## src/rtl/alu_pkg.sv

```systemverilog
// Shared definitions for the registered ALU: opcodes, CCR bit positions, FSM states.
// Latency: n/a (definitions only).
// Backpressure: n/a.
package alu_pkg;

  localparam logic [2:0] OP_NOP = 3'b000;
  localparam logic [2:0] OP_LDM = 3'b001;
  localparam logic [2:0] OP_STD = 3'b010;
  localparam logic [2:0] OP_ADD = 3'b011;
  localparam logic [2:0] OP_NOT = 3'b100;
  localparam logic [2:0] OP_SUB = 3'b101;
  localparam logic [2:0] OP_AND = 3'b110;
  localparam logic [2:0] OP_SHL = 3'b111;

  // CCR layout is {C,N,Z}
  localparam int CCR_Z = 0;
  localparam int CCR_N = 1;
  localparam int CCR_C = 2;

  typedef enum logic [1:0] {
    ST_IDLE  = 2'd0,
    ST_SHIFT = 2'd1,
    ST_HOLD  = 2'd2
  } state_t;

endpackage

```

## src/rtl/alu_seq_if.sv

```systemverilog
// Operation/result handshake bundle for alu_seq plus CCR restore and busy status.
// Latency: n/a (wiring only).
// Backpressure: in_valid/in_ready on the request side, out_valid/out_ready on the result side.
// master: drives in_valid, alu_op, rs, rd, out_ready, ccr_we, ccr_in.
// slave : drives in_ready, out_valid, result, ccr, busy.
interface alu_seq_if #(
  parameter int WIDTH = 16
);

  logic             in_valid;
  logic             in_ready;
  logic [2:0]       alu_op;
  logic [WIDTH-1:0] rs;
  logic [WIDTH-1:0] rd;
  logic             out_valid;
  logic             out_ready;
  logic [WIDTH-1:0] result;
  logic [2:0]       ccr;
  logic             ccr_we;
  logic [2:0]       ccr_in;
  logic             busy;

  modport master (
    output in_valid, alu_op, rs, rd, out_ready, ccr_we, ccr_in,
    input  in_ready, out_valid, result, ccr, busy
  );

  modport slave (
    input  in_valid, alu_op, rs, rd, out_ready, ccr_we, ccr_in,
    output in_ready, out_valid, result, ccr, busy
  );

endinterface

```

## src/rtl/alu_comb.sv

```systemverilog
// Single-cycle ALU datapath: op, rs, rd -> result and flags with per-flag update enables.
// Latency: combinational.
// Backpressure: none (no state).
// Ports: op_i, rs_i, rd_i in; result_o, z_o, n_o, c_o, zn_valid_o, c_valid_o out.
module alu_comb #(
  parameter int WIDTH = 16
) (
  input  logic [2:0]       op_i,
  input  logic [WIDTH-1:0] rs_i,
  input  logic [WIDTH-1:0] rd_i,
  output logic [WIDTH-1:0] result_o,
  output logic             z_o,
  output logic             n_o,
  output logic             c_o,
  output logic             zn_valid_o,
  output logic             c_valid_o
);
  import alu_pkg::*;

  logic [WIDTH:0] sum;
  logic [WIDTH:0] diff;

  assign sum  = {1'b0, rd_i} + {1'b0, rs_i};
  // rd + ~rs + 1: a carry-out means no borrow, so C is its inverse
  assign diff = {1'b0, rd_i} + {1'b0, ~rs_i} + {{WIDTH{1'b0}}, 1'b1};

  always_comb begin
    result_o   = '0;
    c_o        = 1'b0;
    zn_valid_o = 1'b0;
    c_valid_o  = 1'b0;
    case (op_i)
      OP_LDM: result_o = rd_i;
      OP_STD: result_o = rs_i;
      OP_ADD: begin
        result_o   = sum[WIDTH-1:0];
        c_o        = sum[WIDTH];
        zn_valid_o = 1'b1;
        c_valid_o  = 1'b1;
      end
      OP_NOT: begin
        result_o   = ~rd_i;
        zn_valid_o = 1'b1;
      end
      OP_SUB: begin
        result_o   = diff[WIDTH-1:0];
        c_o        = ~diff[WIDTH];
        zn_valid_o = 1'b1;
        c_valid_o  = 1'b1;
      end
      OP_AND: begin
        result_o   = rd_i & rs_i;
        zn_valid_o = 1'b1;
      end
      // Only the zero-amount shift completes here; longer shifts iterate in alu_seq
      OP_SHL: begin
        result_o   = rd_i;
        zn_valid_o = 1'b1;
      end
      default: result_o = '0;
    endcase
  end

  assign z_o = (result_o == '0);
  assign n_o = result_o[WIDTH-1];

endmodule

```

## src/rtl/alu_seq.sv

```systemverilog
// Registered execute-stage ALU with CCR state, single-entry output buffer and iterative SHL.
// Latency: non-SHL 1 edge; SHL n>0 one accept edge plus ceil(n/STEP) shift edges.
// Backpressure: result held while out_valid & !out_ready; in_ready low during SHL and while stalled.
// Ports: clk, rst_n (sync, active low), bus (alu_seq_if.slave).
module alu_seq #(
  parameter int WIDTH   = 16,
  parameter int SHAMT_W = $clog2(WIDTH),
  parameter int STEP    = 1
) (
  input logic       clk,
  input logic       rst_n,
  alu_seq_if.slave  bus
);
  import alu_pkg::*;

  // One extra bit so STEP == WIDTH is representable
  localparam int CNT_W = SHAMT_W + 1;

  state_t             state_q;
  logic [WIDTH-1:0]   result_q;
  logic [2:0]         ccr_q;
  logic [WIDTH-1:0]   acc_q;
  logic [CNT_W-1:0]   rem_q;

  logic               in_ready;
  logic               accept;
  logic [CNT_W-1:0]   shamt;
  logic [CNT_W-1:0]   step_amt;
  logic [CNT_W-1:0]   rem_d;
  logic [WIDTH-1:0]   acc_d;
  logic               cout_d;

  logic [WIDTH-1:0]   c_result;
  logic               c_z, c_n, c_c, c_zn_vld, c_c_vld;

  alu_comb #(.WIDTH(WIDTH)) u_comb (
    .op_i       (bus.alu_op),
    .rs_i       (bus.rs),
    .rd_i       (bus.rd),
    .result_o   (c_result),
    .z_o        (c_z),
    .n_o        (c_n),
    .c_o        (c_c),
    .zn_valid_o (c_zn_vld),
    .c_valid_o  (c_c_vld)
  );

  assign in_ready = (state_q == ST_IDLE) || ((state_q == ST_HOLD) && bus.out_ready);
  assign accept   = bus.in_valid && in_ready;
  assign shamt    = {1'b0, bus.rs[SHAMT_W-1:0]};

  // One shift step; the bit landing in position WIDTH is the last one shifted out
  always_comb begin
    step_amt        = (rem_q < CNT_W'(STEP)) ? rem_q : CNT_W'(STEP);
    {cout_d, acc_d} = {1'b0, acc_q} << step_amt;
    rem_d           = rem_q - step_amt;
  end

  always_ff @(posedge clk) begin
    if (!rst_n) begin
      state_q  <= ST_IDLE;
      result_q <= '0;
      ccr_q    <= '0;
      acc_q    <= '0;
      rem_q    <= '0;
    end else begin
      case (state_q)
        ST_IDLE, ST_HOLD: begin
          if (accept) begin
            if ((bus.alu_op == OP_SHL) && (shamt != '0)) begin
              state_q <= ST_SHIFT;
              acc_q   <= bus.rd;
              rem_q   <= shamt;
            end else begin
              state_q  <= ST_HOLD;
              result_q <= c_result;
              if (c_zn_vld) begin
                ccr_q[CCR_Z] <= c_z;
                ccr_q[CCR_N] <= c_n;
              end
              if (c_c_vld) ccr_q[CCR_C] <= c_c;
            end
          end else if ((state_q == ST_HOLD) && bus.out_ready) begin
            state_q <= ST_IDLE;
          end
        end
        ST_SHIFT: begin
          acc_q <= acc_d;
          rem_q <= rem_d;
          if (rem_d == '0) begin
            state_q      <= ST_HOLD;
            result_q     <= acc_d;
            ccr_q[CCR_Z] <= (acc_d == '0);
            ccr_q[CCR_N] <= acc_d[WIDTH-1];
            ccr_q[CCR_C] <= cout_d;
          end
        end
        default: state_q <= ST_IDLE;
      endcase
      // Flag restore takes priority over any commit on the same edge
      if (bus.ccr_we) ccr_q <= bus.ccr_in;
    end
  end

  assign bus.in_ready  = in_ready;
  assign bus.out_valid = (state_q == ST_HOLD);
  assign bus.busy      = (state_q == ST_SHIFT);
  assign bus.result    = result_q;
  assign bus.ccr       = ccr_q;

endmodule

```

## src/flat_wrapper.sv

```systemverilog
// flat-port wrapper written by rule: the top's interface ports become plain ports
module alu_seq_flat import alu_pkg::*;
#(
  parameter int WIDTH   = 16,
  parameter int SHAMT_W = $clog2(WIDTH),
  parameter int STEP    = 1
)
  (clk, rst_n, bus_in_valid, bus_alu_op, bus_rs, bus_rd, bus_out_ready, bus_ccr_we, bus_ccr_in, bus_in_ready, bus_out_valid, bus_result, bus_ccr, bus_busy);
  alu_seq_if #(.WIDTH(WIDTH)) bus_i ();
  input logic clk;
  input logic rst_n;
  input wire logic [$bits(bus_i.in_valid)-1:0] bus_in_valid;
  input wire logic [$bits(bus_i.alu_op)-1:0] bus_alu_op;
  input wire logic [$bits(bus_i.rs)-1:0] bus_rs;
  input wire logic [$bits(bus_i.rd)-1:0] bus_rd;
  input wire logic [$bits(bus_i.out_ready)-1:0] bus_out_ready;
  input wire logic [$bits(bus_i.ccr_we)-1:0] bus_ccr_we;
  input wire logic [$bits(bus_i.ccr_in)-1:0] bus_ccr_in;
  output wire logic [$bits(bus_i.in_ready)-1:0] bus_in_ready;
  output wire logic [$bits(bus_i.out_valid)-1:0] bus_out_valid;
  output wire logic [$bits(bus_i.result)-1:0] bus_result;
  output wire logic [$bits(bus_i.ccr)-1:0] bus_ccr;
  output wire logic [$bits(bus_i.busy)-1:0] bus_busy;
  assign bus_i.in_valid = bus_in_valid;
  assign bus_i.alu_op = bus_alu_op;
  assign bus_i.rs = bus_rs;
  assign bus_i.rd = bus_rd;
  assign bus_i.out_ready = bus_out_ready;
  assign bus_i.ccr_we = bus_ccr_we;
  assign bus_i.ccr_in = bus_ccr_in;
  assign bus_in_ready = bus_i.in_ready;
  assign bus_out_valid = bus_i.out_valid;
  assign bus_result = bus_i.result;
  assign bus_ccr = bus_i.ccr;
  assign bus_busy = bus_i.busy;
  alu_seq #(.WIDTH(WIDTH), .SHAMT_W(SHAMT_W), .STEP(STEP)) u_core (.clk(clk), .rst_n(rst_n), .bus(bus_i));
endmodule
```

## config.mk

```make
export PLATFORM = sky130hd
export DESIGN_NAME = alu_seq_flat
export DESIGN_NICKNAME = d
export VERILOG_FILES = /design/src/rtl/alu_pkg.sv /design/src/rtl/alu_seq_if.sv /design/src/rtl/alu_comb.sv /design/src/rtl/alu_seq.sv /design/src/flat_wrapper.sv
export SDC_FILE = /design/constraint.sdc
export NUM_CORES = 1
export LEC_CHECK = 0
export BUFFER_PORTS_ARGS = -buffer_cell sky130_fd_sc_hd__buf_2
export CAP_MARGIN = 20
export CORE_MARGIN = 2
export CORE_UTILIZATION = 45
export DETAILED_ROUTE_END_ITERATION = 10
export PLACE_DENSITY = 0.76
export SYNTH_ARGS = -nofsm -noshare
export SYNTH_HDL_FRONTEND = slang
export SYNTH_HIERARCHICAL = 1
export SYNTH_SLANG_ARGS = --single-unit
```

## constraint.sdc

```tcl
create_clock -name clk -period 4.35 [get_ports clk]
set_input_delay 0.87 -clock clk [delete_from_list [all_inputs] [get_ports clk]]
set_output_delay 0.87 -clock clk [all_outputs]
set_load 0.01 [all_outputs]
```

==> flow_summary_export.csv <==
group,metric,value,unit
route,avgViaCountPerCell,6.35,
critical_path,crit_type,"input pin to register",
placement,dpl_cell_area,0.00558,mm^2
clock_tree,insertion_delay,290,ps
sta,maxSlewViolCount,0,
critical_path,critPathCapture,"u_core/bus.ccr[0]$_SDFFE_PN0P_",
placement,portBuffers,64,
power_and_ir_drop,p_total,1.37,mW
clock_tree,clock-sinks,42,
logic_synthesis,synth-seq-cells,42,
critical_path,worstPathArrival,4460,ps
sta,hold_slack,467,ps
critical_path,slowest_stage,"or4_4",
critical_path,crit_fanout,3,
critical_path,cp_top_family,"simple AND/OR/NAND/NOR gates",
critical_path,worstPathCellList,"buf_6 -> inv_4 -> ha_4 -> fa_1 -> nor2_1 -> a22o_1 -> a22oi_2 -> nand2_1 -> or3_1 -> or4_4 -> nor4_4 -> or4b_4 -> nor4b_4 -> nand2_1 -> nand2_1 -> o221ai_2 -> mux2i_1",
global_routing,grt_pass1_wl,25600,um
global_routing,grt.total_usage,27.5,%
outcome,status,"completed",
sta,setup_violations,0,
critical_path,critPathMaxStageDelay,560,ps
final_layout,stdcell_area,0.00580,mm^2
clock_tree,ctsHoldBuffers,0,
placement,pre_cts_slack,-356,ps
critical_path,start_kind,"input pin",
floorplan,dieArea,0.0116,mm^2
logic_synthesis,synthCells,651,
sta,hold_viol_final,0,
sta,timing.final.ws_setup,118,ps
sta,rsz0062_at_grt,"no",
clock_tree,cts_root_buf,"clkbuf_8",
sta,fin_setup_tns,0,ps
floorplan,die_w,108,um
global_routing,grt_max_degree,46,
placement,dp_cells,865,
sta,fmax,236,MHz
clock_tree,cts_tree,"built",
critical_path,worstRegToRegCells,8,
logic_synthesis,synth.lib_cells_used.distinct,77,
critical_path,r2r_start,"u_core/rem_q[4]$_SDFFE_PN0P_",
clock_tree,clock_path_buffers,2,
route,drt-initial-drc-count,405,
logic_synthesis,yosysWarnings,6,
critical_path,path_depth,17,
route,drtAntennaViolNets,0,
critical_path,rrSetupSlack,1320,ps
min_path,hold_path_class,"register to register",
logic_synthesis,synthArstFlopShare,0,%
final_layout,nFillCells,1003,
critical_path,path_buf_inv,2,
run,cap_violations,0,
floorplan,rows,37,
critical_path,worst_path_most_repeated_cell,"nand2_1",
final_layout,layout.cells.non_filler,875,
logic_synthesis,syn-num-nets,731,
clock_tree,h-tree-depth,2,
logic_synthesis,syn_avg_cell_area,7.46,um^2
placement,hpwlAfterDp,12200,um
critical_path,reg2reg_to,"u_core/bus.result[15]$_SDFFE_PN0P_",
logic_synthesis,synth.area.top_cells,"dfxtp_1 (17%), ha_1 (9.0%), nand2_1 (4.6%)",
floorplan,ios,65,
final_layout,drive_gt1_share,26.0,%
placement,gp_congestion,0.964,
power_and_ir_drop,peakVddDrop,128,uV
clock_tree,clk_pin_slew,80,ps
final_layout,diodes,0,
route,wl_per_cell,18.4,um
sta,fin_crit,4230,ps
logic_synthesis,synth_largest_area_cell,"dfxtp_1",
sta,post-route-period-util,97.3,%
route,vias,5558,
final_layout,nets,818,
clock_tree,cts_buffers,5,
logic_synthesis,synth_top_cell_area_share,17.3,%
route,drt-total-wl,16100,um
floorplan,core_area,0.0104,mm^2
final_layout,area_delta_synth_final,19.3,%
critical_path,end_kind,"register",
critical_path,crit_required,4570,ps
global_routing,grt_overflow,0,
sta,fin_skew,5.38,ps
sta,max_slew_margin,37.6,%
floorplan,start_util,46.7,%
global_routing,grt_pass1_vias,5138,
logic_synthesis,ys_seq_area_share,17.3,%
power_and_ir_drop,powerDensity,236,mW/mm^2
route,first_pass_iters,6,
power_and_ir_drop,p_leak,2.50,nW
sta,worstMarginPinSlew,936,ps
global_routing,antenna_found_initial,0,
logic_synthesis,synth_ff_type,"dfxtp_1",
final_layout,final_util,55.7,%
route,remaining_drc_errors,0,
floorplan,die_y,108,um
logic_synthesis,synth.cell_area,0.00486,mm^2
logic_synthesis,synth_edf_count,0,
critical_path,critPathLaunch,"bus_rd[0]",
-- state kept, by name (all words and copies together), names as in the netlist --
signal             count
u_core/acc_q          16
u_core/bus.result     16
u_core/rem_q           5
u_core/state_q         2
u_core/bus.ccr         3
-- per-layer routing --
metal	track usage, %	vias up	wire length, um	share of wire [%]
met1	37.6	2624	7110	44
met3	3.03	37	1100	6.8
met5	0	-	0	0
li1	-	2625	-	-
met2	45.4	272	7440	46
met4	8.42	0	478	3.0
-- worst min-delay path by stage --
stage / from / end / slack (ps) / depth (start not counted)
2_1_floorplan: u_core/acc_q[1]$_SDFFE_PN0P_ / u_core/acc_q[1]$_SDFFE_PN0P_ / 470 / 2
3_3_place_gp: u_core/bus.ccr[1]$_SDFFE_PN0P_ / u_core/bus.ccr[1]$_SDFFE_PN0P_ / 450 / 2
3_5_place_dp: u_core/bus.ccr[1]$_SDFFE_PN0P_ / u_core/bus.ccr[1]$_SDFFE_PN0P_ / 460 / 2
4_1_cts: u_core/bus.ccr[1]$_SDFFE_PN0P_ / u_core/bus.ccr[1]$_SDFFE_PN0P_ / 470 / 2
5_1_grt: u_core/bus.result[12]$_SDFFE_PN0P_ / u_core/bus.result[12]$_SDFFE_PN0P_ / 490 / 2
6_report: u_core/bus.ccr[1]$_SDFFE_PN0P_ / u_core/bus.ccr[1]$_SDFFE_PN0P_ / 470 / 2
-- report_power, final --
part	internal (mW)	total, mW	switching, mW
registers	0.414	0.439	0.0251
clock network	0.171	0.308	0.137
logic	0.270	0.623	0.353
-- synth_stat cells, types with 16 or more instances --
master / instances
a21oi_1: 32
a221oi_1: 16
a31oi_1: 20
clkbuf_1: 25
dfxtp_1: 42
ha_1: 35
inv_1: 33
nand2_1: 59
nand2b_1: 25
nand3_1: 23
nor2_1: 59
o21ai_0: 35
o221ai_1: 17
o31ai_1: 20
-- cell type report --
class                   count  area (um^2)  share of cell area (%)
clock buffers               6         72.6                    1.25
clock inverters             2         37.5                   0.647
inverters                  34          130                    2.24
multi-input cells         526         3730                    64.3
flip-flops and latches     42          841                    14.5
well taps                 136          170                    2.93
repair buffers            129          821                    14.2
-- worst min-delay path, cell delays in order, from the launching register on --
cell and delay [ps]:
dfxtp_1 310, nand2_1 50, mux2i_1 60
-- cell families after synthesis --
| kind of cell | count (synthesis) | share of synthesized area, % |
|---|---|---|
| mux | 24 | 5.90 |
| buf+inv | 83 | 7.67 |
| fa+ha+maj | 37 | 9.84 |
| simple gates | 235 | 25.3 |
| compound gates | 228 | 33.7 |
| flops | 42 | 17.3 |
| xor+xnor | 2 | 0.361 |
-- cells in the final DEF (no fill, tap or decap), drive strengths merged, types with 12 or more instances in the layout --
| cell type | count |
|---|---|
| a21o | 12 |
| a21oi | 32 |
| a221oi | 16 |
| a31oi | 20 |
| buf | 129 |
| dfxtp | 42 |
| ha | 35 |
| inv | 33 |
| mux2 | 16 |
| nand2 | 59 |
| nand2b | 25 |
| nand3 | 23 |
| nor2 | 59 |
| nor2b | 14 |
| nor4 | 12 |
| o21ai | 48 |
| o221ai | 17 |
| o31ai | 20 |
-- timing repair --
item,4_1_cts,5_1_grt
pin swaps,5,13
endpoints found under the setup margin,1,1
setup buffers,0,2
gates resized for setup,4,19
No activity file was read; power rests on OpenSTA's default activity.
